[src/rtl/serv_csr_irq.sv]
// Bit-serial machine-mode CSR unit with software/timer/external interrupts.
// o_q/o_csr_in are combinational per beat; CSR, trap and irq updates land at the next i_clk edge.
// No backpressure: a beat is consumed on every cycle that i_en is high.
module serv_csr_irq #(
  parameter int W              = 1,
  parameter int BW             = 5 - $clog2(W),
  parameter     RESET_STRATEGY = "MINI"
) (
  input  logic          i_clk,
  input  logic          i_rst,
  input  logic          i_en,
  input  logic [BW-1:0] i_beat,
  input  logic          i_trig_irq,
  input  logic          i_mtip,
  input  logic          i_msip,
  input  logic          i_meip,
  input  logic          i_trap,
  input  logic          i_mret,
  input  logic          i_e_op,
  input  logic          i_ebreak,
  input  logic          i_mem_op,
  input  logic          i_mem_cmd,
  input  logic          i_mstatus_en,
  input  logic          i_mie_en,
  input  logic          i_mip_en,
  input  logic          i_mcause_en,
  input  logic [1:0]    i_csr_source,
  input  logic          i_csr_d_sel,
  input  logic [W-1:0]  i_rf_csr_out,
  input  logic [W-1:0]  i_csr_imm,
  input  logic [W-1:0]  i_rs1,
  output logic [W-1:0]  o_csr_in,
  output logic [W-1:0]  o_q,
  output logic          o_new_irq,
  output logic [3:0]    o_irq_code
);

  localparam int LW     = $clog2(W);
  localparam bit RST_EN = (RESET_STRATEGY != "NONE");

  // Beats holding the single-bit fields (mstatus/mie/mip share positions 3/7/11).
  localparam logic [BW-1:0] B3  = BW'(3 >> LW);
  localparam logic [BW-1:0] B7  = BW'(7 >> LW);
  localparam logic [BW-1:0] B11 = BW'(11 >> LW);
  localparam logic [BW-1:0] B31 = BW'(31 >> LW);

  // Interrupt vectors are ordered {external, software, timer}.
  logic       ms_mie, ms_mpie;
  logic [2:0] mie_r;
  logic [2:0] mip_r;
  logic       mcause_int;
  logic [3:0] mcause_code;
  logic       irq_r;

  logic [31:0] mstatus_w, mie_w, mip_w, mcause_w;
  logic [4:0]  base;
  logic [W-1:0] csr_q, d;
  logic [2:0]  pend;
  logic [3:0]  pend_code, trap_code;
  logic        last_beat, trap_commit;
  logic        wr_mstatus, wr_mie, wr_mcause;

  function automatic logic [W-1:0] beat_of(input logic [31:0] v, input logic [4:0] sh);
    return W'(v >> sh);
  endfunction

  // Full 32-bit views of the owned CSRs and the current beat's slice of the selected one.
  always_comb begin
    mstatus_w        = 32'h0;
    mstatus_w[12:11] = 2'b11;
    mstatus_w[7]     = ms_mpie;
    mstatus_w[3]     = ms_mie;
    mie_w            = 32'h0;
    mie_w[3]         = mie_r[1];
    mie_w[7]         = mie_r[0];
    mie_w[11]        = mie_r[2];
    mip_w            = 32'h0;
    mip_w[3]         = mip_r[1];
    mip_w[7]         = mip_r[0];
    mip_w[11]        = mip_r[2];
    mcause_w         = 32'h0;
    mcause_w[31]     = mcause_int;
    mcause_w[3:0]    = mcause_code;
    base             = 5'(i_beat) << LW;
    csr_q            = '0;
    if (i_en) begin
      if (i_mstatus_en) csr_q = csr_q | beat_of(mstatus_w, base);
      if (i_mie_en)     csr_q = csr_q | beat_of(mie_w, base);
      if (i_mip_en)     csr_q = csr_q | beat_of(mip_w, base);
      if (i_mcause_en)  csr_q = csr_q | beat_of(mcause_w, base);
    end
    o_q = i_rf_csr_out | csr_q;
    d   = i_csr_d_sel ? i_csr_imm : i_rs1;
    case (i_csr_source)
      2'b01:   o_csr_in = d;
      2'b10:   o_csr_in = o_q | d;
      2'b11:   o_csr_in = o_q & ~d;
      default: o_csr_in = o_q;
    endcase
  end

  // Pending/priority selection and the cause code a trap would record.
  always_comb begin
    pend = mip_r & mie_r & {3{ms_mie}};
    if (pend[2])      pend_code = 4'd11;
    else if (pend[1]) pend_code = 4'd3;
    else if (pend[0]) pend_code = 4'd7;
    else              pend_code = 4'd0;
    if (o_new_irq)                  trap_code = o_irq_code;
    else if (i_e_op && !i_ebreak)   trap_code = 4'd11;
    else if (i_ebreak)              trap_code = 4'd3;
    else if (i_mem_op && i_mem_cmd) trap_code = 4'd6;
    else if (i_mem_op)              trap_code = 4'd4;
    else                            trap_code = 4'd0;
    last_beat   = &i_beat;
    trap_commit = i_trap && i_en && last_beat;
    wr_mstatus  = i_en && i_mstatus_en;
    wr_mie      = i_en && i_mie_en;
    wr_mcause   = i_en && i_mcause_en;
  end

  // State update; later statements take precedence (CSR write < mret < trig < trap < reset).
  always_ff @(posedge i_clk) begin
    mip_r <= {i_meip, i_msip, i_mtip};
    if (wr_mstatus && i_beat == B3)  ms_mie   <= o_csr_in[3 % W];
    if (wr_mstatus && i_beat == B7)  ms_mpie  <= o_csr_in[7 % W];
    if (wr_mie && i_beat == B3)      mie_r[1] <= o_csr_in[3 % W];
    if (wr_mie && i_beat == B7)      mie_r[0] <= o_csr_in[7 % W];
    if (wr_mie && i_beat == B11)     mie_r[2] <= o_csr_in[11 % W];
    if (wr_mcause && i_beat == B31)  mcause_int <= o_csr_in[31 % W];
    for (int i = 0; i < 4; i++) begin
      if (wr_mcause && i_beat == BW'(i >> LW)) mcause_code[i] <= o_csr_in[i % W];
    end
    if (i_mret) begin
      ms_mie  <= ms_mpie;
      ms_mpie <= 1'b1;
    end
    if (i_trig_irq) begin
      irq_r      <= |pend;
      o_new_irq  <= (|pend) && !irq_r;
      o_irq_code <= pend_code;
    end
    if (trap_commit) begin
      mcause_int  <= o_new_irq;
      mcause_code <= trap_code;
      ms_mpie     <= ms_mie;
      ms_mie      <= 1'b0;
      o_new_irq   <= 1'b0;
    end
    if (RST_EN && i_rst) begin
      ms_mie      <= 1'b0;
      ms_mpie     <= 1'b0;
      mie_r       <= 3'b0;
      mip_r       <= 3'b0;
      mcause_int  <= 1'b0;
      mcause_code <= 4'b0;
      irq_r       <= 1'b0;
      o_new_irq   <= 1'b0;
      o_irq_code  <= 4'b0;
    end
  end

endmodule

[config.mk]
export PLATFORM = sky130hd
export DESIGN_NAME = serv_csr_irq
export DESIGN_NICKNAME = d
export VERILOG_FILES = /design/src/rtl/serv_csr_irq.sv
export SDC_FILE = /design/constraint.sdc
export NUM_CORES = 1
export LEC_CHECK = 0
export ABC_AREA = 1
export CORE_UTILIZATION = 30
export CTS_BUF_LIST = sky130_fd_sc_hd__clkbuf_8
export CTS_CLUSTER_SIZE = 16
export DETAILED_ROUTE_END_ITERATION = 8
export GPL_ROUTABILITY_DRIVEN = 0
export HOLD_SLACK_MARGIN = 0.12
export SETUP_SLACK_MARGIN = 0.02
export SLEW_MARGIN = 10
export SYNTH_ARGS = -nofsm -noshare
export SYNTH_HDL_FRONTEND = slang
export SYNTH_SLANG_ARGS = --single-unit
[constraint.sdc]
create_clock -name i_clk -period 2.1 [get_ports i_clk]
set_clock_uncertainty 0.1 [all_clocks]
set_input_delay 0.42 -clock i_clk [delete_from_list [all_inputs] [get_ports i_clk]]
set_output_delay 0.42 -clock i_clk [all_outputs]
set_load 0.01 [all_outputs]
==> metrics.md <==
| Metric | Value |
|---|---|
| Global Route Usage Sum | `roughly 17%` |
| Routed WL | `roughly 3.4 mm` |
| Min cycle time layout | `1.99 ns` |
| Die footprint | `0.00434 sq mm` |
| TritonCTS Buffers | `3` |
| Final Slew Violations | `0` |
| Measured slew at the worst slew-check pin | `0.285 ns` |
| Final nets | `292` |
| Root Buffer | `clkbuf_8` |
| Area growth, synth to finish | `55.9%` |
| Endpoint with the worst hold slack | `mcause_code[0]` |
| CTS Hold Bufs | `0` |
| Hold Vio Cnt, Final | `0` |
| Synthesized instance count | `~200` |
| Ys Warns | `0` |
| CP Buf/Inv Count | `4` |
| Yosys top cell by area | `dfxtp_1` |
| Max-cap violations | `0` |
| Synth Cell Area | `0.00122 sq mm` |
| Worst-Skew Late Latency | `0.26 ns` |
| CTS tree | `built` |
| Final setup violation count | `0` |
| Critical Path, Cell by Cell | `clkdlybuf4s50_1 -> o21ai_2 -> buf_4 -> nand3_4 -> nand2_4 -> inv_2 -> buf_6` |
| Worst hold path stage count | `2` |
| Setup repair after global routing missed its margin | `no` |
| Commonest non-fill, non-tap cell in the layout | `nand2_1` |
| Setup TNS Final | `0 ns` |
| Reg2reg path depth | `18` |
| Rows | `22` |
| Htree depth | `1` |
| Crit path largest cell delay | `0.44 ns` |
| DR iter-0 viols | `75` |
| Core area | `0.00380 sq mm` |
| Most frequent cells in the layout | `nand2_1 (45), buf_4 (31), inv_1 (30)` |
| Top Ports | `35` |
| Vias in the first global route | `about 1,300` |
| Gr ovfl total | `0` |
| WP data arrival | `1.47 ns` |
| HPWL Detailed | `2.73 mm` |
| Syn Area/Cell | `~6.2 sq um` |
| Fill count | `just under 400` |
| CTS sink cnt | `18` |
| Post-DRT Antenna Nets | `0` |
| Port-buffer cells | `34` |
| Chip Width | `65.9 microns` |
| Largest net degree at the start of global routing | `11` |
| Clock Tree Buf Depth | `2` |
| DRC Markers | `0` |
| Period utilization | `around 95%` |
| Fmax achieved | `roughly 500 MHz` |
| Required @ worst endpoint | `1.58 ns` |
| Share of post-route cells with drive strength above 1 | `27.0%` |
| Critical path peak fanout | `2` |
| Number of iterations in the first detailed-routing pass | `4` |
| R2R Path End | `ms_mpie` |
| PD cells | `450 mW/mm^2` |
| CP delay by family, top | `buffers and inverters` |
| Outcome | `finished, final reports clean` |
| Critical path type | `in2out` |
| Worst hold slack | `0.391 ns` |
| Part of the Yosys area used for sequential elements | `approximately 29%` |
| First-pass GRT wire length | `around 5.7 mm` |
| Antenna fix cells | `0` |
| Min-delay src | `mcause_code[0]` |
| WL/cell | `around 11 microns` |
| Startpoint Class | `primary input` |
| Synth top area cells | `dfxtp_1 (29%), nand2_1 (15%), inv_1 (10%)` |
| Initial core utilization | `about a third` |
| Area share of the largest cell type after synthesis | `29.4%` |
| HP Class | `reg2reg` |
| Clk slew on worst S/H paths | `0.07 ns` |
| Crit-path slowest cell | `clkdlybuf4s50_1` |
| Reg-to-reg slack, setup | `about 0.23 ns` |
| Vias | `about 1,400` |
| Launching point of the worst reg2reg path | `mie_r[0]` |
| Cell leakage power | `0.000976 uW` |
| Synth cell types | `28` |
| Max VDD drop | `0.000245 V` |
| Synth Register Bits | `18` |
| DR vias/cell | `between 4 and 5` |
| Die H | `between 60 and 70 microns` |
| Post-synth net total | `approximately 230` |
| Initial antenna violation count | `0` |
| Slew HR | `81.0%` |
| CP Capture Type | `primary output` |
-- final cells by class --
type                            count  area, sq um  area share, %
Multi-Input combinational cell    141          746           39.1
Timing Repair Buffer               65          554           29.0
Sequential cell                    18          360           18.9
Inverter                           35          134           7.01
Tap cell                           48         60.1           3.15
Clock buffer                        4         55.1           2.88
-- through the flow --
| stage | setup slack [ns] | cell area, sq um | utilization (%) | std cells | power [uW] |
|---|---|---|---|---|---|
| after floorplan | 0.269 | 1220 | - | 198 | 446 |
| after global placement | -0.748 | 1800 | 47.5 | 303 | 570 |
| after detailed placement | -0.777 | 1800 | 47.5 | 303 | 571 |
| after CTS | 0.0222 | 1870 | 49.3 | 311 | 864 |
| after global routing | 0.0304 | 1910 | 50.3 | 311 | 907 |
| final | 0.107 | 1910 | 50.3 | 311 | 859 |
-- logic make-up (layout without fill, tap and decap cells) --
logic type,count (synthesis),after routing,share of synthesized area (%)
AO/OA/AOI/OAI,36,36,16.1
flip-flops,18,18,29.4
AND/OR/NAND/NOR,105,105,41.6
buffers and inverters,39,104,12.9
-- what timing repair did --
| action | in CTS | in global routing |
|---|---|---|
| setup endpoints to repair | 6 | 5 |
| buffers inserted | 4 | 0 |
| gates resized for setup | 37 | 15 |
| cloned | 0 | 0 |
| pin swaps | 9 | 9 |
-- synthesized netlist by cell type, drive strengths merged --
master and count:
buf 3, nand3 14, clkbuf 1, nand3b 1
nand4 2, o21ai 15, nor2 25, nor3 4
inv 35, a21oi 15, or2 1, a31oi 5
o211ai 1, nand2 54, nor3b 2, nor4 2
dfxtp 18
-- worst max path at each step --
stage / cells past startpoint / start / endpoint / slack (ns)
finish: 7 / i_csr_source[0] / o_csr_in / 0.11
global route: 13 / i_beat[2] / o_csr_in / 0.03
detailed placement: 14 / i_beat[2] / o_csr_in / -0.78
floorplan: 13 / i_beat[2] / o_csr_in / 0.27
CTS: 13 / i_beat[4] / o_csr_in / 0.02
global placement: 14 / i_beat[2] / o_csr_in / -0.75
-- tightest hold or removal path, delay by kind of cell, from the launching register on --
kind          cells  cell delay, ns
simple gates      2            0.13
flops             1            0.32
-- state kept, by name (all words and copies together) (netlist names) --
| name | cells |
|---|---|
| ms_mie | 1 |
| ms_mpie | 1 |
| mcause_code | 4 |
| mip_r | 3 |
| o_new_irq | 1 |
| irq_r | 1 |
| mcause_int | 1 |
| o_irq_code | 3 |
| mie_r | 3 |
-- power breakdown --
group	internal, uW	switching, uW
logic	115	103
clock network	167	117
registers	351	5.93
-- routing by layer --
metal / share of wire [%] / vias to the layer above / global-route usage, %
met5: 0 / - / 0
met4: 0.48 / 0 / 3.26
met3: 4.7 / 3 / 2.76
met2: 48 / 32 / 28.4
met1: 47 / 622 / 22.7
li1: - / 762 / -
Note: power is estimated with default switching activity, not from simulation.
